===== src/rtl/adc_sample_sequencer_if.sv =====
// Sample stream from the ADC sequencer to the DSP chain.
// The master drives data, flags and valid; the slave drives ready.
interface adc_sample_sequencer_if;
    logic signed [8:0] sample_real;
    logic signed [8:0] sample_imag;
    logic              sample_valid;
    logic              sample_ready;
    logic              frame_start;
    logic              frame_end;

    modport master (
        output sample_real,
        output sample_imag,
        output sample_valid,
        output frame_start,
        output frame_end,
        input  sample_ready
    );

    modport slave (
        input  sample_real,
        input  sample_imag,
        input  sample_valid,
        input  frame_start,
        input  frame_end,
        output sample_ready
    );
endinterface


===== src/rtl/adc_sample_sequencer.sv =====
// Paced I/Q ADC controller: start pulse, eoc wait with timeout,
// capture, offset-binary conversion and framed valid/ready output.
module adc_sample_sequencer #(
    parameter int DIV       = 64,
    parameter int TIMEOUT   = 32,
    parameter int FRAME_LEN = 256
) (
    input  logic       clk,
    input  logic       rst_n,
    input  logic       enable,
    input  logic       err_clr,
    input  logic       adc_eoc,
    input  logic [7:0] adc_data_real,
    input  logic [7:0] adc_data_imag,
    output logic       adc_start,
    output logic       overrun,
    output logic       timeout_err,
    output logic       busy,
    adc_sample_sequencer_if.master smp
);
    localparam int CW = $clog2(DIV);
    localparam int TW = $clog2(TIMEOUT);
    localparam int IW = $clog2(FRAME_LEN);

    typedef enum logic [2:0] {
        IDLE, WAIT_TICK, START, WAIT_EOC, OUTPUT
    } state_t;

    state_t state_q, state_d;
    logic [CW-1:0] cnt_q, cnt_d;
    logic [TW-1:0] toc_q, toc_d;
    logic [IW-1:0] idx_q, idx_d;
    logic [8:0] re_q, re_d, im_q, im_d;
    logic fs_q, fs_d, fe_q, fe_d;
    logic valid_q, valid_d;
    logic start_q, start_d;
    logic ovr_q, ovr_d, tmo_q, tmo_d;
    logic busy_q, busy_d;
    logic eoc_s1_q, eoc_s2_q, eoc_s3_q;
    logic eoc_rise, tick;

    // 2*x - 255 in 10 bits, truncated to a 9-bit signed value
    function automatic logic [8:0] to_s9(input logic [7:0] x);
        logic [9:0] w;
        w = {1'b0, x, 1'b0} - 10'd255;
        return w[8:0];
    endfunction

    assign eoc_rise = eoc_s2_q & ~eoc_s3_q;
    assign tick = enable && (state_q != IDLE) && (cnt_q == '0);

    always_comb begin
        state_d = state_q;
        cnt_d   = cnt_q;
        toc_d   = toc_q;
        idx_d   = idx_q;
        re_d    = re_q;
        im_d    = im_q;
        fs_d    = fs_q;
        fe_d    = fe_q;
        valid_d = valid_q;
        start_d = 1'b0;
        ovr_d   = ovr_q & ~err_clr;
        tmo_d   = tmo_q & ~err_clr;

        if (state_q == IDLE || (!enable && state_q != OUTPUT))
            cnt_d = '0;
        else if (enable)
            cnt_d = (cnt_q == CW'(DIV - 1)) ? '0 : cnt_q + CW'(1);

        // ticks outside WAIT_TICK are dropped; the grid keeps running
        if (tick && state_q != WAIT_TICK)
            ovr_d = 1'b1;

        unique case (state_q)
            IDLE: begin
                if (enable) state_d = WAIT_TICK;
            end
            WAIT_TICK: begin
                if (!enable) begin
                    state_d = IDLE;
                    idx_d   = '0;
                end else if (tick) begin
                    state_d = START;
                    start_d = 1'b1;
                end
            end
            START: begin
                toc_d = '0;
                if (!enable) begin
                    state_d = IDLE;
                    idx_d   = '0;
                end else begin
                    state_d = WAIT_EOC;
                end
            end
            WAIT_EOC: begin
                if (!enable) begin
                    state_d = IDLE;
                    idx_d   = '0;
                end else if (eoc_rise) begin
                    re_d    = to_s9(adc_data_real);
                    im_d    = to_s9(adc_data_imag);
                    fs_d    = (idx_q == '0);
                    fe_d    = (idx_q == IW'(FRAME_LEN - 1));
                    valid_d = 1'b1;
                    state_d = OUTPUT;
                end else if (toc_q == TW'(TIMEOUT - 1)) begin
                    tmo_d   = 1'b1;
                    state_d = WAIT_TICK;
                end else begin
                    toc_d = toc_q + TW'(1);
                end
            end
            OUTPUT: begin
                if (smp.sample_ready) begin
                    valid_d = 1'b0;
                    fs_d    = 1'b0;
                    fe_d    = 1'b0;
                    if (enable) begin
                        idx_d   = (idx_q == IW'(FRAME_LEN - 1)) ?
                                  '0 : idx_q + IW'(1);
                        state_d = WAIT_TICK;
                    end else begin
                        idx_d   = '0;
                        state_d = IDLE;
                    end
                end
            end
            default: state_d = IDLE;
        endcase

        busy_d = (state_d != IDLE);
    end

    always_ff @(posedge clk or negedge rst_n) begin
        if (!rst_n) begin
            state_q  <= IDLE;
            cnt_q    <= '0;
            toc_q    <= '0;
            idx_q    <= '0;
            re_q     <= '0;
            im_q     <= '0;
            fs_q     <= 1'b0;
            fe_q     <= 1'b0;
            valid_q  <= 1'b0;
            start_q  <= 1'b0;
            ovr_q    <= 1'b0;
            tmo_q    <= 1'b0;
            busy_q   <= 1'b0;
            eoc_s1_q <= 1'b0;
            eoc_s2_q <= 1'b0;
            eoc_s3_q <= 1'b0;
        end else begin
            state_q  <= state_d;
            cnt_q    <= cnt_d;
            toc_q    <= toc_d;
            idx_q    <= idx_d;
            re_q     <= re_d;
            im_q     <= im_d;
            fs_q     <= fs_d;
            fe_q     <= fe_d;
            valid_q  <= valid_d;
            start_q  <= start_d;
            ovr_q    <= ovr_d;
            tmo_q    <= tmo_d;
            busy_q   <= busy_d;
            eoc_s1_q <= adc_eoc;
            eoc_s2_q <= eoc_s1_q;
            eoc_s3_q <= eoc_s2_q;
        end
    end

    assign adc_start        = start_q;
    assign overrun          = ovr_q;
    assign timeout_err      = tmo_q;
    assign busy             = busy_q;
    assign smp.sample_real  = re_q;
    assign smp.sample_imag  = im_q;
    assign smp.sample_valid = valid_q;
    assign smp.frame_start  = fs_q;
    assign smp.frame_end    = fe_q;
endmodule


===== src/flat_wrapper.sv =====
// flat-port wrapper written by rule: the top's interface ports become plain ports
module adc_sample_sequencer_flat 
#(
    parameter int DIV       = 64,
    parameter int TIMEOUT   = 32,
    parameter int FRAME_LEN = 256
)
  (clk, rst_n, enable, err_clr, adc_eoc, adc_data_real, adc_data_imag, adc_start, overrun, timeout_err, busy, smp_sample_real, smp_sample_imag, smp_sample_valid, smp_frame_start, smp_frame_end, smp_sample_ready);
  adc_sample_sequencer_if smp_i ();
  input  logic clk;
  input  logic rst_n;
  input  logic enable;
  input  logic err_clr;
  input  logic adc_eoc;
  input  logic [7:0] adc_data_real;
  input  logic [7:0] adc_data_imag;
  output logic adc_start;
  output logic overrun;
  output logic timeout_err;
  output logic busy;
  output wire logic [$bits(smp_i.sample_real)-1:0] smp_sample_real;
  output wire logic [$bits(smp_i.sample_imag)-1:0] smp_sample_imag;
  output wire logic [$bits(smp_i.sample_valid)-1:0] smp_sample_valid;
  output wire logic [$bits(smp_i.frame_start)-1:0] smp_frame_start;
  output wire logic [$bits(smp_i.frame_end)-1:0] smp_frame_end;
  input wire logic [$bits(smp_i.sample_ready)-1:0] smp_sample_ready;
  assign smp_sample_real = smp_i.sample_real;
  assign smp_sample_imag = smp_i.sample_imag;
  assign smp_sample_valid = smp_i.sample_valid;
  assign smp_frame_start = smp_i.frame_start;
  assign smp_frame_end = smp_i.frame_end;
  assign smp_i.sample_ready = smp_sample_ready;
  adc_sample_sequencer #(.DIV(DIV), .TIMEOUT(TIMEOUT), .FRAME_LEN(FRAME_LEN)) u_core (.clk(clk), .rst_n(rst_n), .enable(enable), .err_clr(err_clr), .adc_eoc(adc_eoc), .adc_data_real(adc_data_real), .adc_data_imag(adc_data_imag), .adc_start(adc_start), .overrun(overrun), .timeout_err(timeout_err), .busy(busy), .smp(smp_i));
endmodule

===== config.mk =====
export PLATFORM = sky130hd
export DESIGN_NAME = adc_sample_sequencer_flat
export DESIGN_NICKNAME = d
export VERILOG_FILES = /design/src/rtl/adc_sample_sequencer_if.sv /design/src/rtl/adc_sample_sequencer.sv /design/src/flat_wrapper.sv
export SDC_FILE = /design/constraint.sdc
export NUM_CORES = 1
export LEC_CHECK = 0
export CORE_ASPECT_RATIO = 1.1
export CORE_MARGIN = 8
export CORE_UTILIZATION = 48
export CTS_BUF_LIST = sky130_fd_sc_hd__clkbuf_8
export CTS_CLUSTER_DIAMETER = 50
export CTS_CLUSTER_SIZE = 40
export DETAILED_ROUTE_END_ITERATION = 10
export HOLD_SLACK_MARGIN = 0.15
export PLACE_DENSITY = 0.78
export RECOVER_POWER = 25
export SYNTH_ARGS = -nofsm -noshare
export SYNTH_HDL_FRONTEND = slang
export SYNTH_SLANG_ARGS = --single-unit

===== constraint.sdc =====
create_clock -name clk -period 1.8 [get_ports clk]
set_input_delay 0.36 -clock clk [delete_from_list [all_inputs] [get_ports clk]]
set_output_delay 0.36 -clock clk [all_outputs]
set_load 0.01 [all_outputs]

# --- Word-level counts from Yosys, hierarchy flattened ---
# Cells that the tools add are included.
totals:
  in_bits: 22
  reg_bits: 50
  out_inout_bits: 25
  elab_cells: 101
classes:
  n_reduce_logical: 20
  n_addsub: 5
  n_eq_ne: 15
  n_mux: 40
  bitwise_logic: 5
ops:
  columns: ["cell", "count"]
  rows:
  - ["$mux 8", 4]
  - ["$mux 3", 7]
  - ["$mux 6", 3]
  - ["$sub 9x8->9 const B", 2]
  - ["$mux 1", 16]
  - ["$pmux 8 s2", 1]
  - ["$mux 5", 3]
  - ["$pmux 3 s5", 1]
  - ["$ne 2x2->1 const B", 5]
  - ["$pmux 5 s2", 1]
  - ["$add 8x1->8 const B", 1]
  - ["$eq 8x8->1 const B", 1]
  - ["$logic_not 8->1", 1]
  - ["$reduce_and 4->1", 2]
  - ["$reduce_bool 2->1", 4]
  - ["$add 6x1->6 const B", 1]
  - ["$eq 3x2->1 const B", 2]
  - ["$eq 6x6->1 const B", 1]
  - ["$logic_not 6->1", 1]
  - ["$pmux 1 s2", 3]
  - ["$reduce_and 3->1", 2]
  - ["$reduce_bool 3->1", 2]
  - ["$add 5x1->5 const B", 1]
  - ["$eq 5x5->1 const B", 1]
  - ["other kinds (13)", 19]

# --- Depth between registers and ports, before layout ---
# Gate-level depths: netlist of run 1.
depth:
  depth_word: 7
  mapped_depth: 7
  mapped_depth_nobuf: 6

# --- Least setup slack after synthesis of run 1 ---
# OpenSTA, ideal clock, no wires.
synth_timing:
  path_type: "reg-to-reg"
  start: "register u_core.toc_q[0]"
  end: "register u_core.toc_q[2]"
  path_buffers: 0
  arrival_time_ns: 1.666
  path_stages_with_launch: 7
  slack_ns: 0.010
  required_ns: 1.676
  path_cell_list: "dfrtp_1 ha_1 and3_1 ha_1 nor3b_2 a21oi_1 a211o_1"
synth_between:
  elab_chain_len: 5
synth_lines:
  columns: ["element", "line", "rtl"]
  rows:
  - ["start: declaration", "adc_sample_sequencer.sv:31", "logic [TW-1:0] toc_q, toc_d;"]
  - ["start signal: assignment", "adc_sample_sequencer.sv:157", "toc_q <= toc_d;"]
  - ["$add 5x1->5", "adc_sample_sequencer.sv:112", "toc_d = toc_q + TW'(1);"]
  - ["$mux 5", "adc_sample_sequencer.sv:108", "end else if (toc_q == TW'(TIMEOUT - 1)) begin"]
  - ["$mux 5", "adc_sample_sequencer.sv:101", "end else if (eoc_rise) begin"]
  - ["$mux 5", "adc_sample_sequencer.sv:98", "if (!enable) begin"]
  - ["$pmux 5 s2", "adc_sample_sequencer.sv:75", "unique case (state_q)"]
# Several ways; a longest one is shown, not always the timed one. The select of a mux whose other input is x is not followed.
# A chain may end at the register's enable or synchronous reset.

# --- Worst setup path in the final report of run 1 ---
# Ends and elaborated chain as after synthesis.

==> flow_metrics.py, run 1 <==
metrics = {
    "placement": {
        "gp_congestion": 0.877,
        "placed_area_sq_mm": 0.00300,
        "portBuffers": 46,
        "place.detailed.hpwl_microns": 3840,
    },
    "critical_path": {
        "required_ps": 1990,
        "r2r-end": "u_core.toc_q[2]$_DFFE_PN0P_",
        "crit_type": "reg -> reg",
        "ff2ff_path_depth": 6,
        "r2r_slack_ps": 100,
        "crit_arrival_ps": 1890,
        "crit_end": "u_core.toc_q[2]$_DFFE_PN0P_",
        "cp-startpoint": "u_core.toc_q[0]$_DFFE_PN0P_",
        "start_kind": "flop",
        "timing.rr.start": "u_core.toc_q[0]$_DFFE_PN0P_",
        "critical_path.max_fanout": 3,
        "endpoint_kind": "flop",
    },
    "timing": {
        "setup_viol": 0,
        "rsz0062_at_grt": "no",
        "period_minus_slack_ps": 1700,
        "max_freq_mhz": 588,
        "worst_pin_slew_ps": 696,
        "fin_skew_ps": 3.01,
        "setup-tns-final_ps": 0,
        "hold_ws_ps": 361,
        "slew_headroom": 0.532,
        "finalHoldViolCount": 0,
        "maxSlewViolCount": 0,
        "fin_crit_sh": 0.945,
    },
    "drt": {
        "wl_microns": 5290,
        "dr.pass1.iters": 4,
        "wl_per_cell_microns": 14.4,
        "routed-via-count": 1974,
        "drt.antenna.violating_nets": 0,
        "dr.first_iter.drc_count": 57,
        "route.detailed.drc": 0,
        "viasPerCell": 5.38,
    },
    "grt": {
        "antenna_found_initial": 0,
        "grt_max_degree": 50,
        "busiest_layer": "met2",
        "grt_pass1_vias": 1953,
        "grt_overflow": 0,
        "met2_usage": 0.251,
        "grtUsageMet3": 0.0501,
        "use_met1": 0.182,
        "grt_pass1_wl_microns": 9340,
        "track_usage": 0.151,
    },
    "hold_path": {
        "hp-class": "reg -> reg",
        "holdPathStages": 0,
    },
    "cells_and_area": {
        "design_area_sq_mm": 0.00313,
        "antenna_cells": 0,
        "multiInputGateArea_sq_mm": 0.00104,
        "regArea_sq_mm": 0.00123,
        "fin_nets": 338,
        "areaGrowthSynthToFinish_pct": 32.6,
        "drive_above_1_share": 0.113,
        "fillCellCount": 393,
    },
    "clock_tree": {
        "clk_pin_slew_ps": 80,
        "numCtsBuffers": 5,
        "worstSkewPairLatency_ps": 300,
        "cts_max_path_buffers": 2,
        "cts_tree": "done",
        "htreeDepth": 2,
        "cts_sinks": 49,
        "root_buffer": "clkbuf_8",
        "post_cts_buffers": 0,
    },
    "yosys": {
        "ys_types": 47,
        "ys_warn_count": 0,
        "yosys.area.top_type": "dfrtp_1",
        "ys_seq_area_frac": 0.520,
        "avgSynthCellArea_sq_um": 9.52,
        "synth_area_leaders": "dfrtp_1 52%, nand2_1 10%, o21ai_0 3.8%",
        "synth_edf_count": 0,
        "postSynthCellCount": 248,
        "syn_area_sq_mm": 0.00236,
        "synth-main-ff-cell": "dfrtp_1",
        "synth_top_area_frac": 0.520,
        "ys_ff_latch": 49,
        "yosysMostFrequentCell": "nand2_1",
        "async_flop_share": 1.00,
        "synthTopCellsByCount": "65 x nand2_1, 49 x dfrtp_1, 18 x o21ai_0",
        "syn_nets": 276,
    },
    "power_and_ir_drop": {
        "internal_power_mw": 2.56,
        "p_sw_mw": 1.20,
        "leakagePower_nw": 1.46,
        "p_per_area_mw_per_mm2": 1200,
        "clockPowerShare": 0.212,
        "seqPwrFrac": 0.404,
        "comb_power_share": 0.384,
        "ir_drop_mv": 0.760,
        "p_sw_frac": 0.319,
    },
    "outcome": {
        "status": "complete, no violations",
    },
    "run": {
        "cap_violations": 0,
    },
    "floorplan": {
        "rows": 26,
        "core_sq_mm": 0.00468,
        "pin_count": 47,
        "die_area_sq_mm": 0.00742,
        "chipWidth_microns": 82.9,
        "die_y_microns": 89.5,
        "start_util": 0.504,
    },
}
[worst min path at each step]
stage / from / slack (ps) / endpoint
2_1_floorplan: rst_n / 60 / u_core.adc_start$_DFF_PN0_
6_report: u_core.eoc_s1_q$_DFF_PN0_ / 360 / u_core.eoc_s2_q$_DFF_PN0_
5_1_grt: u_core.eoc_s1_q$_DFF_PN0_ / 370 / u_core.eoc_s2_q$_DFF_PN0_
3_3_place_gp: u_core.eoc_s1_q$_DFF_PN0_ / 340 / u_core.eoc_s2_q$_DFF_PN0_
3_5_place_dp: u_core.eoc_s1_q$_DFF_PN0_ / 350 / u_core.eoc_s2_q$_DFF_PN0_
4_1_cts: u_core.eoc_s1_q$_DFF_PN0_ / 370 / u_core.eoc_s2_q$_DFF_PN0_
[routing by layer]
metal,vias up,share of wire
met3,6,0.067
met5,-,0
met1,916,0.45
met4,0,0.012
li1,992,-
met2,60,0.47
[power groups by stage]
stage | combinational (mW) | sequential [mW] | clock (mW)
3_5_place_dp | 1.44 | 1.54 | 0
3_3_place_gp | 1.39 | 1.53 | 0
6_report | 1.44 | 1.52 | 0.799
5_1_grt | 1.60 | 1.56 | 0.872
2_1_floorplan | 0.722 | 1.57 | 0
4_1_cts | 1.45 | 1.52 | 0.828
[worst max-delay path, cell delays in order, from the launching register on]
cell and delay [ps]:
dfrtp_1 400, ha_1 230, and3_1 190, ha_2 200, nor3b_2 210, a21oi_1 100
a211o_1 260
[placed cells by master, fill, tap and decap left out, types with 3 or more instances in the layout]
master           Yosys  routed
nand4bb_1            3       3
ha_1                 6       5
inv_1                8       9
a21o_1               3       3
clkdlybuf4s50_1      0      44
dfrtp_1             49      49
o21ai_0             18      18
nand2_1             65      65
clkbuf_8             0       6
a21oi_1              4       4
nand2b_1             4       4
nor2_1               5       5
o31ai_1              3       3
buf_4                3      17
o211ai_1             4       4
nand4_1              3       3
and3_1               7       7
nand3_1             16      16
a31oi_1              5       5
[cell type report]
type,instances,share of cell area
clock buffers,6,0.0264
clock inverters,2,0.0108
inverters,8,0.00960
multi-input cells,179,0.334
flip-flops and latches,49,0.392
well taps,56,0.0224
repair buffers,67,0.205
[cells by family (layout without fill, tap and decap cells)]
group | Yosys count | after routing | share of synthesized area
and+or+nand+nor | 123 | 123 | 0.269
AOI/OAI and AO/OA | 49 | 49 | 0.134
DFF | 49 | 49 | 0.520
buffers and inverters | 20 | 83 | 0.0424
adders and majority gates | 6 | 6 | 0.0318
xor gates and xnor gates | 1 | 1 | 0.00371
[through the flow]
| stage | instances | power [mW] | util | setup WS, ps |
|---|---|---|---|---|
| finish | 367 | 3.76 | 0.668 | 99.9 |
| global route | 367 | 4.03 | 0.668 | 15.4 |
| CTS | 367 | 3.80 | 0.668 | 9.47 |
| detailed placement | 358 | 2.98 | 0.641 | -50.1 |
| global placement | 358 | 2.92 | 0.641 | -17.0 |
| floorplan | 248 | 2.29 | - | 10.3 |
[flip-flops by register name, indices dropped and copies added, names as in the netlist, 3 cells and up]
register / flops
u_core.idx_q: 8
u_core.smp.sample_real: 8
u_core.cnt_q: 6
u_core.state_q: 3
u_core.smp.sample_imag: 9
u_core.toc_q: 5
[what timing repair did]
action / 4_1_cts / 5_1_grt
resized for setup: 0 / 2
hold endpoints to repair: 49 / 0
hold buffers: 1 / 0
endpoints found under the setup margin: 0 / 4
No activity file was read; power rests on OpenSTA's default activity.
==> run 2: changes to the inputs <==
--- a/config.mk
+++ b/config.mk
@@ -7,14 +7,15 @@
 export LEC_CHECK = 0
 export CORE_ASPECT_RATIO = 1.1
 export CORE_MARGIN = 8
-export CORE_UTILIZATION = 48
-export CTS_BUF_LIST = sky130_fd_sc_hd__clkbuf_8
+export CORE_UTILIZATION = 46
+export CTS_BUF_LIST = sky130_fd_sc_hd__clkbuf_16
 export CTS_CLUSTER_DIAMETER = 50
 export CTS_CLUSTER_SIZE = 40
 export DETAILED_ROUTE_END_ITERATION = 10
 export HOLD_SLACK_MARGIN = 0.15
-export PLACE_DENSITY = 0.78
+export PLACE_DENSITY = 0.75
 export RECOVER_POWER = 25
+export SLEW_MARGIN = 20
 export SYNTH_ARGS = -nofsm -noshare
 export SYNTH_HDL_FRONTEND = slang
 export SYNTH_SLANG_ARGS = --single-unit
==> run 2 against run 1 <==
  * Register-to-register slack barely moved
  * Die area rose by 3.5%
  * Via count grew 1.1%
  * Fmax barely moved
  * Non-clock buffer count is 2 lower
  * Clock power up 19%
  * Worst hold slack worse by 0.83 ps
  * Largest cell class unchanged
  * Largest power group unchanged
==> flow_metrics.py, run 2 (synthesis gave the netlist of run 1 again) <==
metrics = {
    "outcome": {
        "status": "complete, no violations",
    },
    "drt": {
        "dr.pass1.iters": 4,
        "wl_microns": 5310,
        "viasPerCell": 5.44,
        "drt.antenna.violating_nets": 0,
        "route.detailed.drc": 0,
        "routed-via-count": 1996,
        "dr.first_iter.drc_count": 116,
        "wl_per_cell_microns": 14.5,
    },
    "clock_tree": {
        "ctsHoldBuffers": 0,
        "cts_max_path_buffers": 2,
        "worstSkewPairLatency_ps": 290,
        "htreeDepth": 2,
        "numCtsBuffers": 5,
        "root_buffer": "clkbuf_16",
        "cts_tree": "done",
        "cts_sinks": 49,
        "clk_pin_slew_ps": 70,
    },
    "power_and_ir_drop": {
        "leakagePower_nw": 1.45,
        "ir_drop_mv": 0.930,
        "p_per_area_mw_per_mm2": 1240,
        "p_total_mw": 3.90,
    },
    "floorplan": {
        "die_area_sq_mm": 0.00768,
        "chipWidth_microns": 84.3,
        "pin_count": 47,
        "core_sq_mm": 0.00497,
        "rows": 27,
        "die_y_microns": 91.1,
        "start_util": 0.475,
    },
    "critical_path": {
        "ff2ff_path_depth": 7,
        "crit_slowest_cell": "dfrtp_1",
        "cp.depth": 7,
        "max_stage_delay_ps": 360,
        "r2r-end": "u_core.busy$_DFF_PN0_",
        "crit_type": "reg -> reg",
        "required_ps": 1950,
        "cp_num_buf_inv": 1,
        "crit_end": "u_core.busy$_DFF_PN0_",
        "start_kind": "flop",
        "cp_cell_sequence": "ha_1, and3_1, ha_2, buf_4, o21ai_0, a31o_1, nand4bb_1",
        "crit_arrival_ps": 1860,
        "r2r_slack_ps": 100,
        "cp-startpoint": "u_core.toc_q[0]$_DFFE_PN0P_",
        "endpoint_kind": "flop",
        "cp_top_family": "adder cells",
        "timing.rr.start": "u_core.toc_q[0]$_DFFE_PN0P_",
        "critical_path.max_fanout": 3,
    },
    "cells_and_area": {
        "design_area_sq_mm": 0.00315,
        "antenna_cells": 0,
        "final_common_cell": "nand2_1",
        "fin_nets": 336,
        "drive_above_1_share": 0.117,
        "largest_reg_flops": 9,
        "areaGrowthSynthToFinish_pct": 33.5,
        "fillCellCount": 442,
        "final_cell_mix": "65 x nand2_1, 49 x dfrtp_1, 44 x clkdlybuf4s50_1",
    },
    "timing": {
        "worst_pin_slew_ps": 1170,
        "fin_crit_sh": 0.945,
        "fin_skew_ps": 4.32,
        "rsz0062_at_grt": "no",
        "slew_headroom": 0.221,
        "max_freq_mhz": 588,
        "period_minus_slack_ps": 1700,
        "setup_viol": 0,
        "maxSlewViolCount": 0,
        "finalHoldViolCount": 0,
    },
    "run": {
        "cap_violations": 0,
    },
    "grt": {
        "grt_pass1_vias": 1880,
        "track_usage": 0.140,
        "grt_overflow": 0,
        "grt_max_degree": 50,
        "antenna_found_initial": 0,
        "grt_pass1_wl_microns": 9040,
    },
    "hold_path": {
        "hp-class": "reg -> reg",
    },
    "placement": {
        "place.detailed.hpwl_microns": 3790,
        "gp_congestion": 0.839,
        "portBuffers": 46,
        "placed_area_sq_mm": 0.00299,
    },
}
==> run 2: changes by cell type in the layout (fill, tap and decap cells not counted), sizes merged <==
cell / before / now
clkinvlp: 0 / 2
buf: 20 / 19
bufinv: 1 / 0
clkbuf: 7 / 6
dlygate4sd3: 2 / 1
==> run 2: timing repair <==
action | CTS | global route
buffers inserted | 0 | 0
endpoints found under the setup margin | 1 | 4
resized for setup | 1 | 2
pin swaps | 0 | 1
==> run 2: how the worst min path moves through the flow <==
stage,start,end,slack [ps],cells after the start
finish,u_core.eoc_s1_q$_DFF_PN0_,u_core.eoc_s2_q$_DFF_PN0_,360,0
floorplan,rst_n,u_core.adc_start$_DFF_PN0_,60,0
global placement,u_core.eoc_s1_q$_DFF_PN0_,u_core.eoc_s2_q$_DFF_PN0_,340,0
CTS,rst_n,u_core.smp.sample_real[5]$_DFFE_PN0P_,190,2
global route,u_core.eoc_s1_q$_DFF_PN0_,u_core.eoc_s2_q$_DFF_PN0_,370,0
detailed placement,u_core.eoc_s1_q$_DFF_PN0_,u_core.eoc_s2_q$_DFF_PN0_,350,0
==> run 2: metal layers <==
| layer | routed length, microns | track usage | vias to the layer above |
|---|---|---|---|
| li1 | - | - | 992 |
| met1 | 2500 | 0.188 | 930 |
| met2 | 2360 | 0.204 | 69 |
| met3 | 371 | 0.0456 | 5 |
| met4 | 74 | 0.0519 | 0 |
| met5 | 0 | 0 | - |
==> run 2: per-stage QoR <==
step,setup WS [ps],TNS [ps],instances,utilization,hold WS [ps]
2_1_floorplan,10.3,0,248,-,64.4
3_3_place_gp,-83.4,-390,359,0.601,336
3_5_place_dp,-152,-1010,359,0.601,349
4_1_cts,2.38,0,367,0.633,188
5_1_grt,19.3,0,367,0.634,365
6_report,98.7,0,367,0.634,360
==> run 2: layout make-up <==
class                      instances  area, sq um  area share
inverter                           8         30.0     0.00953
clock buffer                       5          125      0.0397
clock inverter                     3         26.3     0.00834
tap                               58         72.6      0.0230
multi-input combinational        179         1050       0.333
timing repair buffer              65          621       0.197
sequential                        49         1230       0.389
==> run 2: power by group <==
part / switching (mW) / total [mW] / internal (mW)
clock: 0.424 / 0.948 / 0.524
combinational: 0.642 / 1.41 / 0.769
sequential: 0.205 / 1.54 / 1.34
total: 1.27 / 3.90 / 2.63
